[config.mk]
export PLATFORM = sky130hd
export DESIGN_NAME = prog_loader
export DESIGN_NICKNAME = d
export VERILOG_FILES = /design/src/rtl/prog_loader_pkg.sv /design/src/rtl/prog_loader_ram.sv /design/src/rtl/prog_loader.sv
export SDC_FILE = /design/constraint.sdc
export NUM_CORES = 1
export LEC_CHECK = 0
export ABC_CLOCK_PERIOD_IN_PS = 2200
export BUFFER_PORTS_ARGS = -buffer_cell sky130_fd_sc_hd__clkbuf_2
export CAP_MARGIN = 10
export CELL_PAD_IN_SITES_DETAIL_PLACEMENT = 1
export CELL_PAD_IN_SITES_GLOBAL_PLACEMENT = 1
export CORE_MARGIN = 1
export CORE_UTILIZATION = 52
export CTS_CLUSTER_DIAMETER = 200
export DETAILED_ROUTE_END_ITERATION = 16
export PLACE_DENSITY_LB_ADDON = 0.08
export SLEW_MARGIN = 40
export SYNTH_ARGS = -nofsm -noshare
export SYNTH_HDL_FRONTEND = slang
export SYNTH_SLANG_ARGS = --single-unit
[constraint.sdc]
create_clock -name clk -period 2.2 [get_ports clk]
set_input_delay 0.11 -clock clk [delete_from_list [all_inputs] [get_ports clk]]
set_output_delay 0.11 -clock clk [all_outputs]
set_load 0.03 [all_outputs]
[src/rtl/prog_loader_pkg.sv]
// prog_loader_pkg: shared state encoding and opcode constants for the program loader.
package prog_loader_pkg;
   typedef enum logic [2:0] {WAIT_SYNC, GET_LEN, GET_DATA, GET_CSUM, RUN, ERROR} state_t;
   localparam int DEPTH_DEF = 16;
   localparam logic [7:0] SYNC_BYTE = 8'hA5;
   localparam logic [7:0] HLT_OP = 8'hFF;
   localparam logic [7:0] NOP_OP = 8'h00;
endpackage

[src/rtl/prog_loader_ram.sv]
// prog_ram: DEPTH x DW program store, one synchronous write port and one asynchronous read port.
module prog_ram #(
   parameter int DEPTH = 16,
   parameter int AW = 4,
   parameter int DW = 8
) (
   input  logic          clk,
   input  logic          we,
   input  logic [AW-1:0] waddr,
   input  logic [DW-1:0] wdata,
   input  logic [AW-1:0] raddr,
   output logic [DW-1:0] rdata
);
   logic [DW-1:0] mem [DEPTH];
   always_ff @(posedge clk)
      if (we) mem[waddr] <= wdata;
   assign rdata = mem[raddr];
endmodule

[src/rtl/prog_loader.sv]
// prog_loader: framed-byte program loader and fetch responder; holds the core in reset until a good frame lands.
// Define PROG_LOADER_CSUM_EN to require and check the trailing checksum byte.
module prog_loader
   import prog_loader_pkg::*;
#(
   parameter int DEPTH = DEPTH_DEF,
   parameter int AW = $clog2(DEPTH),
   parameter int DW = 8
) (
   input  logic          clk,
   input  logic          rst,
   input  logic          in_valid,
   input  logic [DW-1:0] in_data,
   output logic          in_ready,
   input  logic          reload,
   input  logic [AW-1:0] fetch_addr,
   output logic [DW-1:0] fetch_instr,
   output logic          core_rstn,
   output logic          load_done,
   output logic          load_err
);
   localparam logic [DW-1:0] DEPTH_B = DW'(DEPTH);
   localparam logic [AW:0] ONE = {{AW{1'b0}}, 1'b1};
   state_t state, nxt;
   logic [AW:0] len_q, wptr;
   logic [DW-1:0] rdata;
   logic acc, is_sync, bad_len, last;
   assign acc = in_valid && in_ready && !reload;
   assign is_sync = in_data == DW'(SYNC_BYTE);
   assign bad_len = in_data == '0 || in_data > DEPTH_B;
   assign last = (wptr + ONE) == len_q;
`ifdef PROG_LOADER_CSUM_EN
   logic [DW-1:0] sum;
   logic csum_ok;
   assign csum_ok = (sum + in_data) == '0;
   always_ff @(posedge clk)
      if (rst) sum <= '0;
      else if (acc && (state == WAIT_SYNC || state == ERROR) && is_sync) sum <= '0;
      else if (acc && state == GET_LEN) sum <= in_data;
      else if (acc && state == GET_DATA) sum <= sum + in_data;
`endif
   always_ff @(posedge clk)
      if (rst) state <= WAIT_SYNC;
      else state <= nxt;
   always_comb begin
      nxt = state;
      if (reload) nxt = WAIT_SYNC;
      else if (acc)
         case (state)
            WAIT_SYNC, ERROR: nxt = is_sync ? GET_LEN : state;
            GET_LEN: nxt = bad_len ? ERROR : GET_DATA;
`ifdef PROG_LOADER_CSUM_EN
            GET_DATA: nxt = last ? GET_CSUM : GET_DATA;
            GET_CSUM: nxt = csum_ok ? RUN : ERROR;
`else
            GET_DATA: nxt = last ? RUN : GET_DATA;
`endif
            default: nxt = state;
         endcase
   end
   // len_q is zeroed whenever the resident program stops being trustworthy
   always_ff @(posedge clk)
      if (rst || reload) begin
         len_q <= '0;
         wptr <= '0;
      end else if (acc && (state == WAIT_SYNC || state == ERROR) && is_sync) begin
         len_q <= '0;
         wptr <= '0;
      end else if (acc && state == GET_LEN && !bad_len) len_q <= in_data[AW:0];
      else if (acc && state == GET_DATA) wptr <= wptr + ONE;
`ifdef PROG_LOADER_CSUM_EN
      else if (acc && state == GET_CSUM && !csum_ok) len_q <= '0;
`endif
   always_comb begin
      in_ready = !rst && state != RUN;
      core_rstn = state == RUN;
      load_done = state == RUN;
      load_err = state == ERROR;
      fetch_instr = state != RUN ? DW'(NOP_OP) : ({1'b0, fetch_addr} < len_q) ? rdata : DW'(HLT_OP);
   end
   prog_ram #(.DEPTH(DEPTH), .AW(AW), .DW(DW)) u_ram (
      .clk(clk),
      .we(acc && state == GET_DATA),
      .waddr(wptr[AW-1:0]),
      .wdata(in_data),
      .raddr(fetch_addr),
      .rdata(rdata)
   );
endmodule

Word-level counts from Yosys, hierarchy flattened
Memories as Yosys holds them, arrays and structs flattened.
Index checks and enable logic that the tools add are counted.
{"block": "totals", "regBits": 13, "latch_bits": 0, "ram_bits": 128, "rom_bits": 0, "in_bits": 16, "out_inout_bits": 12, "memories": 1}
{"block": "classes", "n_addsub": 1, "mul": 0, "n_div": 0, "n_lt_le_gt_ge": 2, "eq_ne": 8, "n_shift": 0, "mux": 8, "bitwise": 1, "n_reduce_logical": 22}
{"name": "u_ram.mem", "words": 16, "width": 8, "read_ports": 1, "rd_ports_with_merged_regs": 0, "write_ports": 1, "line": "prog_loader_ram.sv:14", "text": "logic [DW-1:0] mem [DEPTH];"}
{"cell": "8-bit 2-to-1 mux", "n": 2}
{"cell": "3-bit 2-to-1 mux", "n": 3}
{"cell": "3-bit one-hot mux with 3 select lines", "n": 1}
{"cell": "8-bit equality test, second input constant", "n": 1}
{"cell": "8-bit by 5-bit greater-than comparator with 1-bit output, second input constant", "n": 1}
{"cell": "1-bit logical AND", "n": 8}
{"cell": "8-bit logical NOT", "n": 1}
{"cell": "3-bit equality test, second input constant", "n": 2}
{"cell": "2-bit OR reduction", "n": 3}
{"cell": "5-bit by 1-bit adder with 5-bit output, second input constant", "n": 1}
{"cell": "5-bit equality test", "n": 1}
{"cell": "4-bit by 5-bit < comparator with 1-bit output", "n": 1}
{"cell": "3-bit by 1-bit equality test with 1-bit output, second input constant", "n": 1}
{"cell": "3-bit by 2-bit equality test with 1-bit output, second input constant", "n": 1}
{"cell": "1-bit logical NOT", "n": 3}
{"cell": "3-bit logical NOT", "n": 1}
{"cell": "1-bit logical OR", "n": 3}
{"cell": "3-bit inequality test, second input constant", "n": 1}
{"cell": "3-bit AND reduction", "n": 1}
{"cell": "3-bit nonzero test", "n": 1}
{"cell": "1-bit 2-to-1 mux", "n": 2}
{"cell": "2-bit inequality test, second input constant", "n": 1}
{"cell": "2-bit AND reduction", "n": 1}
{"cell": "1-bit inverter", "n": 1}

Depth between registers and ports, before layout
Gate-level depths: netlist (run 1).
{"block": "depth", "word_depth": 8, "mapped_depth": 7}

Cells and area by module
A second synthesis (run 1) with hierarchy kept.
{"block": "hier_totals", "cells_unflattened": 347, "area_unflattened_um2": 5992.0}
{"mod": "prog_ram", "n_inst": 1, "cells_per_inst": 221, "area_per_inst_um2": 4987.3}
{"mod": "prog_loader", "n_inst": 1, "cells_per_inst": 126, "area_per_inst_um2": 1004.7}

Worst setup path after synthesis (run 1)
OpenSTA, ideal clock, no wires.
{"block": "synth_timing", "kind": "register -> output", "from": "register state[2]", "to": "output port fetch_instr[0]", "arrival_time_ns": 1.885, "slack_ns": 0.205, "stages_incl_launch_ff": 5, "n_path_buf": 0, "path_cell_list": "dfxtp_1 nor3b_2 nor3b_2 a21oi_1 o211ai_1"}
{"block": "synth_via", "elab_chain_len": 2}
{"item": "start, declared", "line": "prog_loader.sv:24", "text": "state_t state, nxt;"}
{"item": "start signal, assigned", "line": "prog_loader.sv:44", "text": "else state <= nxt;"}
{"item": "3-bit inequality test", "line": "prog_loader.sv:79", "text": "fetch_instr = state != RUN ? DW'(NOP_OP) : ({1'b0, fetch_addr} < len_q) ? rdata : DW'(HLT_OP);"}
{"item": "8-bit 2-to-1 mux", "line": "prog_loader.sv:79"}
{"item": "end, declared", "line": "prog_loader.sv:17", "text": "output logic [DW-1:0] fetch_instr,"}
No other way between the ends.

Final worst setup path (run 1)
{"block": "layout_timing", "from": "memory u_ram.mem[11][6]", "to": "output port fetch_instr[6]"}
{"block": "layout_via", "elab_chain_len": 3}
{"item": "start, declared", "line": "prog_loader_ram.sv:14"}
{"item": "memory 16 x 8 bit"}
{"item": "8-bit 2-to-1 mux (2 in series)", "line": "prog_loader.sv:79"}
No other way between the ends.

==> impl_metrics.py, run 1 <==
metrics = {
    "yosys": {
        "yosysUniqueCellTypes": 41,
        "synth_area_leader_cell": "edfxtp_1",
        "ys_ff_latch": 141,
        "synth_xor_area_share_pct": 1.50,
        "synth_area_per_cell_sq_um": 17.8,
        "synth_top_family_by_area": "multiplexers",
        "synth_compound_area_share_pct": 3.14,
        "ys_warn_count": 0,
        "yosys.area_share.adder_pct": 1.50,
        "synth.area.top_cells": "edfxtp_1, mux4_2, dfxtp_1",
        "synth_seq_area_share_pct": 70.4,
        "netlist_area_sq_um": 5830,
        "postSynthCellCount": 328,
        "synth_nets": 351,
        "muxShareOfSynthArea_pct": 14.1,
        "yosys.area_share.simple_pct": 7.35,
        "synth_top_area_share_pct": 66.0,
    },
    "timing": {
        "max_freq_mhz": 427,
        "rsz0062_at_grt": "true",
        "worstMarginPinSlew_ns": 0.614,
        "maxSlewHeadroom_pct": 59.1,
        "fin_worst_skew_ns": 0.00607,
        "fin_crit_ns": 2.34,
        "slew_viol_final": 0,
        "fin_ws_ns": -0.141,
        "setup_violations": 3,
        "hold_violations": 0,
        "fin_crit_sh_pct": 106,
    },
    "setup_path": {
        "start_kind": "register",
        "critPathLaunch": "u_ram.mem[11][6]",
        "r2r-start": "state[1]",
        "slowest_stage": "mux4_2",
        "ff2ff_path_depth": 6,
        "worstSetupPathType": "register to output pin",
        "cp.required_ns": 2.09,
        "worst_ep_arrival_time_ns": 2.23,
        "r2r-end": "state[0]",
        "crit_end": "fetch_instr[6]",
        "path_max_fanout": 1,
        "max_stage_delay_ns": 0.50,
        "path_cells": "mux4_2 > mux4_2 > nand2_2 > nand2_2 > buf_8",
        "r2r_slack_ns": 0.13,
        "endpoint_kind": "output pin",
    },
    "routing": {
        "wire_per_inst_um": 27.7,
        "num_vias": 3380,
        "via_per_inst": 6.06,
        "drt_iter0_markers": 247,
        "drt_first_pass_iters": 4,
        "antenna_left": 0,
        "drc": 0,
        "routed_wl_mm": 15.5,
    },
    "cells_and_area": {
        "final_area_sq_um": 7270,
        "drive_gt1_share_pct": 38.8,
        "finalNetCount": 428,
        "final_cells": 558,
        "diodes": 0,
        "nFillCells": 919,
        "synthToLayoutAreaGrowth_pct": 24.7,
    },
    "min_path": {
        "hp-class": "input pin to register",
        "hold_depth": 4,
    },
    "cts": {
        "tritoncts": "built",
        "clock_latency_ns": 0.53,
        "cts_root_buffer": "clkbuf_8",
        "clock_sinks": 141,
        "numCtsBuffers": 17,
        "htree_levels": 4,
        "cts_buffer_depth": 2,
        "clkTransAtPathRegs_ns": 0.06,
    },
    "place": {
        "gp_congestion": 0.757,
        "place_hpwl_mm": 8.93,
        "port_buffers": 27,
        "dpl_cell_area_sq_um": 6290,
        "dp_cells": 511,
    },
    "grt": {
        "grtUsageTotal_pct": 29.2,
        "antenna_found_initial": 0,
        "first_global_vias": 3707,
        "grt_start_max_net_pins": 20,
        "grt_pass1_wl_mm": 23.0,
        "grt.overflow.total": 0,
    },
    "floorplanning": {
        "start_util_pct": 53.5,
        "core_sq_um": 10900,
        "core.rowCount": 38,
        "boundaryPins": 28,
        "die_w_um": 108,
        "die_y_um": 108,
        "die_area_sq_um": 11600,
    },
    "power_and_ir_drop": {
        "pwr-share-comb_pct": 3.7,
        "p_int_uw": 5180,
        "vdd_drop_max_mv": 0.852,
        "p_seq_share_pct": 45.5,
        "p_leak_uw": 0.00250,
        "p_per_area_nw_per_um2": 881,
        "power.switching_uw": 1220,
        "power_frac_clock_pct": 50.8,
        "swShare_pct": 19.1,
    },
    "status": {
        "violations": "negative setup slack",
        "status": "complete, but fails checks",
    },
    "flow_run": {
        "cap_viol_max_count": 0,
    },
}
## Yosys cell counts (all sizes together)
cell,number
edfxtp,128
mux4,33
nor2,28
a21oi,13
dfxtp,13
nand2,12
buf,9
mux2i,8
nor2b,8
ha,7
inv,7
nand3,6
xnor2,6
nor3,5
o21ai,5
a22oi,4
clkbuf,4
nor4,4
xor2,4
o211ai,3
a31oi,2
and2,2
and4,2
nand2b,2
nand3b,2
nor3b,2
or3,2
a211o,1
a22o,1
a311o,1
and2b,1
and3,1
nand4,1
nor4b,1
## registers in the layout, indices dropped and copies added, names as in the netlist
signal and cells:
u_ram.mem 128, len_q 5, wptr 5, state 3
## power by group through the flow
| stage | sequential [uW] | clock, uW | combinational (uW) |
|---|---|---|---|
| floorplan | 2980 | 0 | 111 |
| global placement | 2970 | 0 | 210 |
| detailed placement | 2970 | 0 | 216 |
| CTS | 2910 | 3280 | 232 |
| global route | 2910 | 3370 | 251 |
| finish | 2910 | 3250 | 238 |
## cell usage in the layout, fill, tap and decap left out, types with 3 or more instances in the layout
| cell type | n |
|---|---|
| clkbuf_16 | 16 |
| a21oi_1 | 8 |
| mux4_2 | 33 |
| buf_4 | 39 |
| edfxtp_1 | 128 |
| dfxtp_2 | 3 |
| nor4_1 | 4 |
| clkinv_2 | 4 |
| a22oi_1 | 3 |
| ha_1 | 5 |
| nor3_1 | 4 |
| dfxtp_4 | 3 |
| nand3_1 | 4 |
| buf_6 | 6 |
| nand2_2 | 4 |
| bufinv_16 | 7 |
| nor2_1 | 27 |
| clkbuf_2 | 19 |
| o211ai_1 | 3 |
| xor2_1 | 4 |
| dfxtp_1 | 7 |
| nand2_1 | 7 |
| inv_1 | 7 |
| mux2i_1 | 7 |
| o21ai_0 | 3 |
| dlygate4sd3_1 | 4 |
| nor2b_2 | 4 |
| clkinv_1 | 3 |
| xnor2_1 | 6 |
| a21oi_2 | 5 |
## through the flow
| stage | hold WS, ns | utilization, % | setup slack, ns | power [uW] | TNS, ns |
|---|---|---|---|---|---|
| 6_report | 0.0300 | 66.7 | -0.141 | 6400 | -0.185 |
| 5_1_grt | 0.0437 | 66.7 | -0.184 | 6540 | -0.511 |
| 4_1_cts | 0.00249 | 65.8 | -0.142 | 6430 | -0.151 |
| 3_5_place_dp | 0.319 | 57.8 | 0.218 | 3190 | 0 |
| 3_3_place_gp | 0.316 | 57.8 | 0.284 | 3180 | 0 |
| 2_1_floorplan | 0.188 | - | 0.205 | 3090 | 0 |
## worst min path at each step
stage,startpoint,to
after floorplan,rst,state[0]
after global placement,reload,state[0]
after detailed placement,reload,state[0]
after CTS,rst,state[2]
after global routing,in_valid,state[1]
final,rst,state[1]
## cell families after synthesis
group	count (synthesis)
flops	141
simple gates	79
mux	41
compound gates	30
buf+inv	20
xor+xnor	10
fa+ha+maj	7
## layer usage
metal / track usage (%) / routed length, um / vias to the layer above
met5: 0 / 0 / -
met4: 11.7 / 427 / 0
met3: 8.35 / 844 / 28
met2: 46.7 / 7890 / 136
met1: 37.5 / 6300 / 1759
li1: - / - / 1457
## area by class of cell
cell class / count / area, sq um / area share, %
Timing Repair Buffer: 71 / 551 / 7.58
Inverter: 7 / 26.3 / 0.362
Tap cell: 140 / 175 / 2.41
Clock inverter: 15 / 249 / 3.43
Clock buffer: 17 / 414 / 5.70
Multi-Input combinational cell: 167 / 1730 / 23.8
Sequential cell: 141 / 4120 / 56.7
## worst max-delay path: cells and delay by family, from the launching register on
kind	cells	cell delay, ns
AND/OR/NAND/NOR	2	0.18
flip-flops	1	0.40
buffers and inverters	1	0.14
multiplexers	2	0.99
## what timing repair did
| action | CTS | global route |
|---|---|---|
| gates resized for setup | 28 | 33 |
| pin swaps | 6 | 8 |
| cloned | 0 | 0 |
| setup buffers | 9 | 2 |
| hold endpoints to repair | 9 | 0 |
| endpoints found under the setup margin | 8 | 25 |
| hold buffers | 4 | 0 |
Power figures use the tool's default switching activity.
==> inputs of run 2 (changes only) <==
--- a/config.mk
+++ b/config.mk
@@ -14,7 +14,7 @@
 export CORE_UTILIZATION = 52
 export CTS_CLUSTER_DIAMETER = 200
 export DETAILED_ROUTE_END_ITERATION = 16
-export PLACE_DENSITY_LB_ADDON = 0.08
+export PLACE_DENSITY = 0.84
 export SLEW_MARGIN = 40
 export SYNTH_ARGS = -nofsm -noshare
 export SYNTH_HDL_FRONTEND = slang
==> impl_metrics.py, run 2 (synthesis results as in run 1) <==
metrics = {
    "timing": {
        "hold_violations": 0,
        "fin_crit_sh_pct": 107,
        "rsz0062_at_grt": "true",
        "max_freq_mhz": 424,
        "fin_crit_ns": 2.36,
        "slew_viol_final": 0,
        "setup_violations": 1,
        "fin_worst_skew_ns": 0.0124,
        "worstMarginPinSlew_ns": 0.485,
        "maxSlewHeadroom_pct": 67.6,
        "hold_slack_ns": 0.0342,
        "fin_ws_ns": -0.158,
    },
    "power_and_ir_drop": {
        "vdd_drop_max_mv": 0.691,
        "p_per_area_nw_per_um2": 842,
        "p_leak_uw": 0.00249,
    },
    "setup_path": {
        "worst_ep_arrival_time_ns": 2.25,
        "critPathLaunch": "u_ram.mem[15][6]",
        "worstSetupPathType": "register to output pin",
        "cp.required_ns": 2.09,
        "path_cells": "mux4_2 > mux4_2 > nand2_2 > nand2_2 > buf_8",
        "endpoint_kind": "output pin",
        "start_kind": "register",
        "critPathBufInv": 1,
        "path_max_fanout": 1,
        "slowest_stage": "mux4_2",
        "r2r-start": "state[2]",
        "critPathTopFamily": "multiplexers",
        "max_stage_delay_ns": 0.50,
    },
    "cts": {
        "clkTransAtPathRegs_ns": 0.07,
        "cts_buffer_depth": 2,
        "htree_levels": 4,
        "clock_sinks": 141,
        "cts_root_buffer": "clkbuf_8",
        "clock_latency_ns": 0.54,
        "tritoncts": "built",
        "numCtsBuffers": 17,
    },
    "grt": {
        "antenna_found_initial": 0,
        "first_global_vias": 3744,
        "grt.overflow.total": 0,
        "grt_start_max_net_pins": 20,
        "grtUsageTotal_pct": 29.7,
        "grt_pass1_wl_mm": 23.1,
    },
    "routing": {
        "wire_per_inst_um": 28.1,
        "drc": 0,
        "drt_iter0_markers": 246,
        "drt_first_pass_iters": 4,
        "routed_wl_mm": 15.8,
        "via_per_inst": 6.06,
        "num_vias": 3402,
        "antenna_left": 0,
    },
    "cells_and_area": {
        "mostFrequentLayoutCells": "edfxtp_1, buf_4, mux4_2",
        "final_util_pct": 66.3,
        "layout_commonest_cell": "edfxtp_1",
        "nFillCells": 940,
        "finalNetCount": 431,
        "final_cells": 561,
        "diodes": 0,
        "drive_gt1_share_pct": 38.7,
        "largest-register": "u_ram.mem",
        "largest_reg_flops": 128,
        "reg_top3": "u_ram.mem (128), len_q (5), wptr (5)",
        "synthToLayoutAreaGrowth_pct": 24.0,
        "final_area_sq_um": 7220,
    },
    "place": {
        "place_hpwl_mm": 9.73,
        "dp_cells": 515,
        "gp_congestion": 0.780,
        "port_buffers": 27,
        "dpl_cell_area_sq_um": 6320,
        "dp_slack_ns": 0.213,
    },
    "floorplanning": {
        "die_w_um": 108,
        "start_util_pct": 53.5,
        "core.rowCount": 38,
        "die_y_um": 108,
        "core_sq_um": 10900,
        "boundaryPins": 28,
        "die_area_sq_um": 11600,
    },
    "min_path": {
        "hp-start": "in_data[1]",
        "hp-class": "input pin to register",
    },
    "status": {
        "violations": "negative setup slack",
        "status": "complete, but fails checks",
    },
    "flow_run": {
        "cap_viol_max_count": 0,
    },
}
[run 2: cell types whose count changed in the layout (fill, tap and decap cells not counted), moves of 4 or more]
cell and change:
inv_6 +5, bufinv_16 -4, clkinv_2 -4, nor2b_4 +4
[run 2: cell type report]
class	count	area, sq um	share of cell area [%]
Clock buffer	18	418	5.79
Clock inverter	14	183	2.53
Inverter	7	26.3	0.364
Multi-Input combinational cell	167	1710	23.7
Sequential cell	141	4120	57.0
Tap cell	140	175	2.43
Timing Repair Buffer	74	589	8.16
[run 2: final timing paths]
| kind | endpoint | slack [ns] | cells past startpoint |
|---|---|---|---|
| worst min-delay path | u_ram.mem[15][1] | 0.03 | 1 |
| worst max-delay path | fetch_instr[6] | -0.16 | 5 |
| worst min register to register | wptr[4] | 0.52 | 2 |
| worst max register to register | u_ram.mem[1][2] | 0.19 | 6 |
[run 2: report_power, final]
part | switching [uW] | internal [uW] | leakage (uW)
clock network | 1180 | 1750 | 0.000283
logic | 135 | 101 | 0.000945
registers | 0.0251 | 2910 | 0.00126
[run 2: through the flow]
stage	power (uW)	setup TNS, ns
CTS	6110	-0.270
global route	6200	-0.384
finish	6080	-0.158
detailed placement	3190	0
global placement	3180	0
floorplan	3090	0
[run 2: routing by layer]
layer | vias to the layer above | track usage (%) | part of all wire, %
met3 | 42 | 8.78 | 6.6
met4 | 0 | 12.3 | 3.3
met2 | 145 | 50.4 | 52
met5 | - | 0 | 0
li1 | 1463 | - | -
met1 | 1752 | 35.4 | 38
[run 2: what timing repair did]
action                     4_1_cts  5_1_grt
gates resized for setup         31       29
buffers inserted                 3        6
pin swaps                        7       13
hold buffers                     5        0
setup endpoints to repair        8        9
hold endpoints to repair        12        0
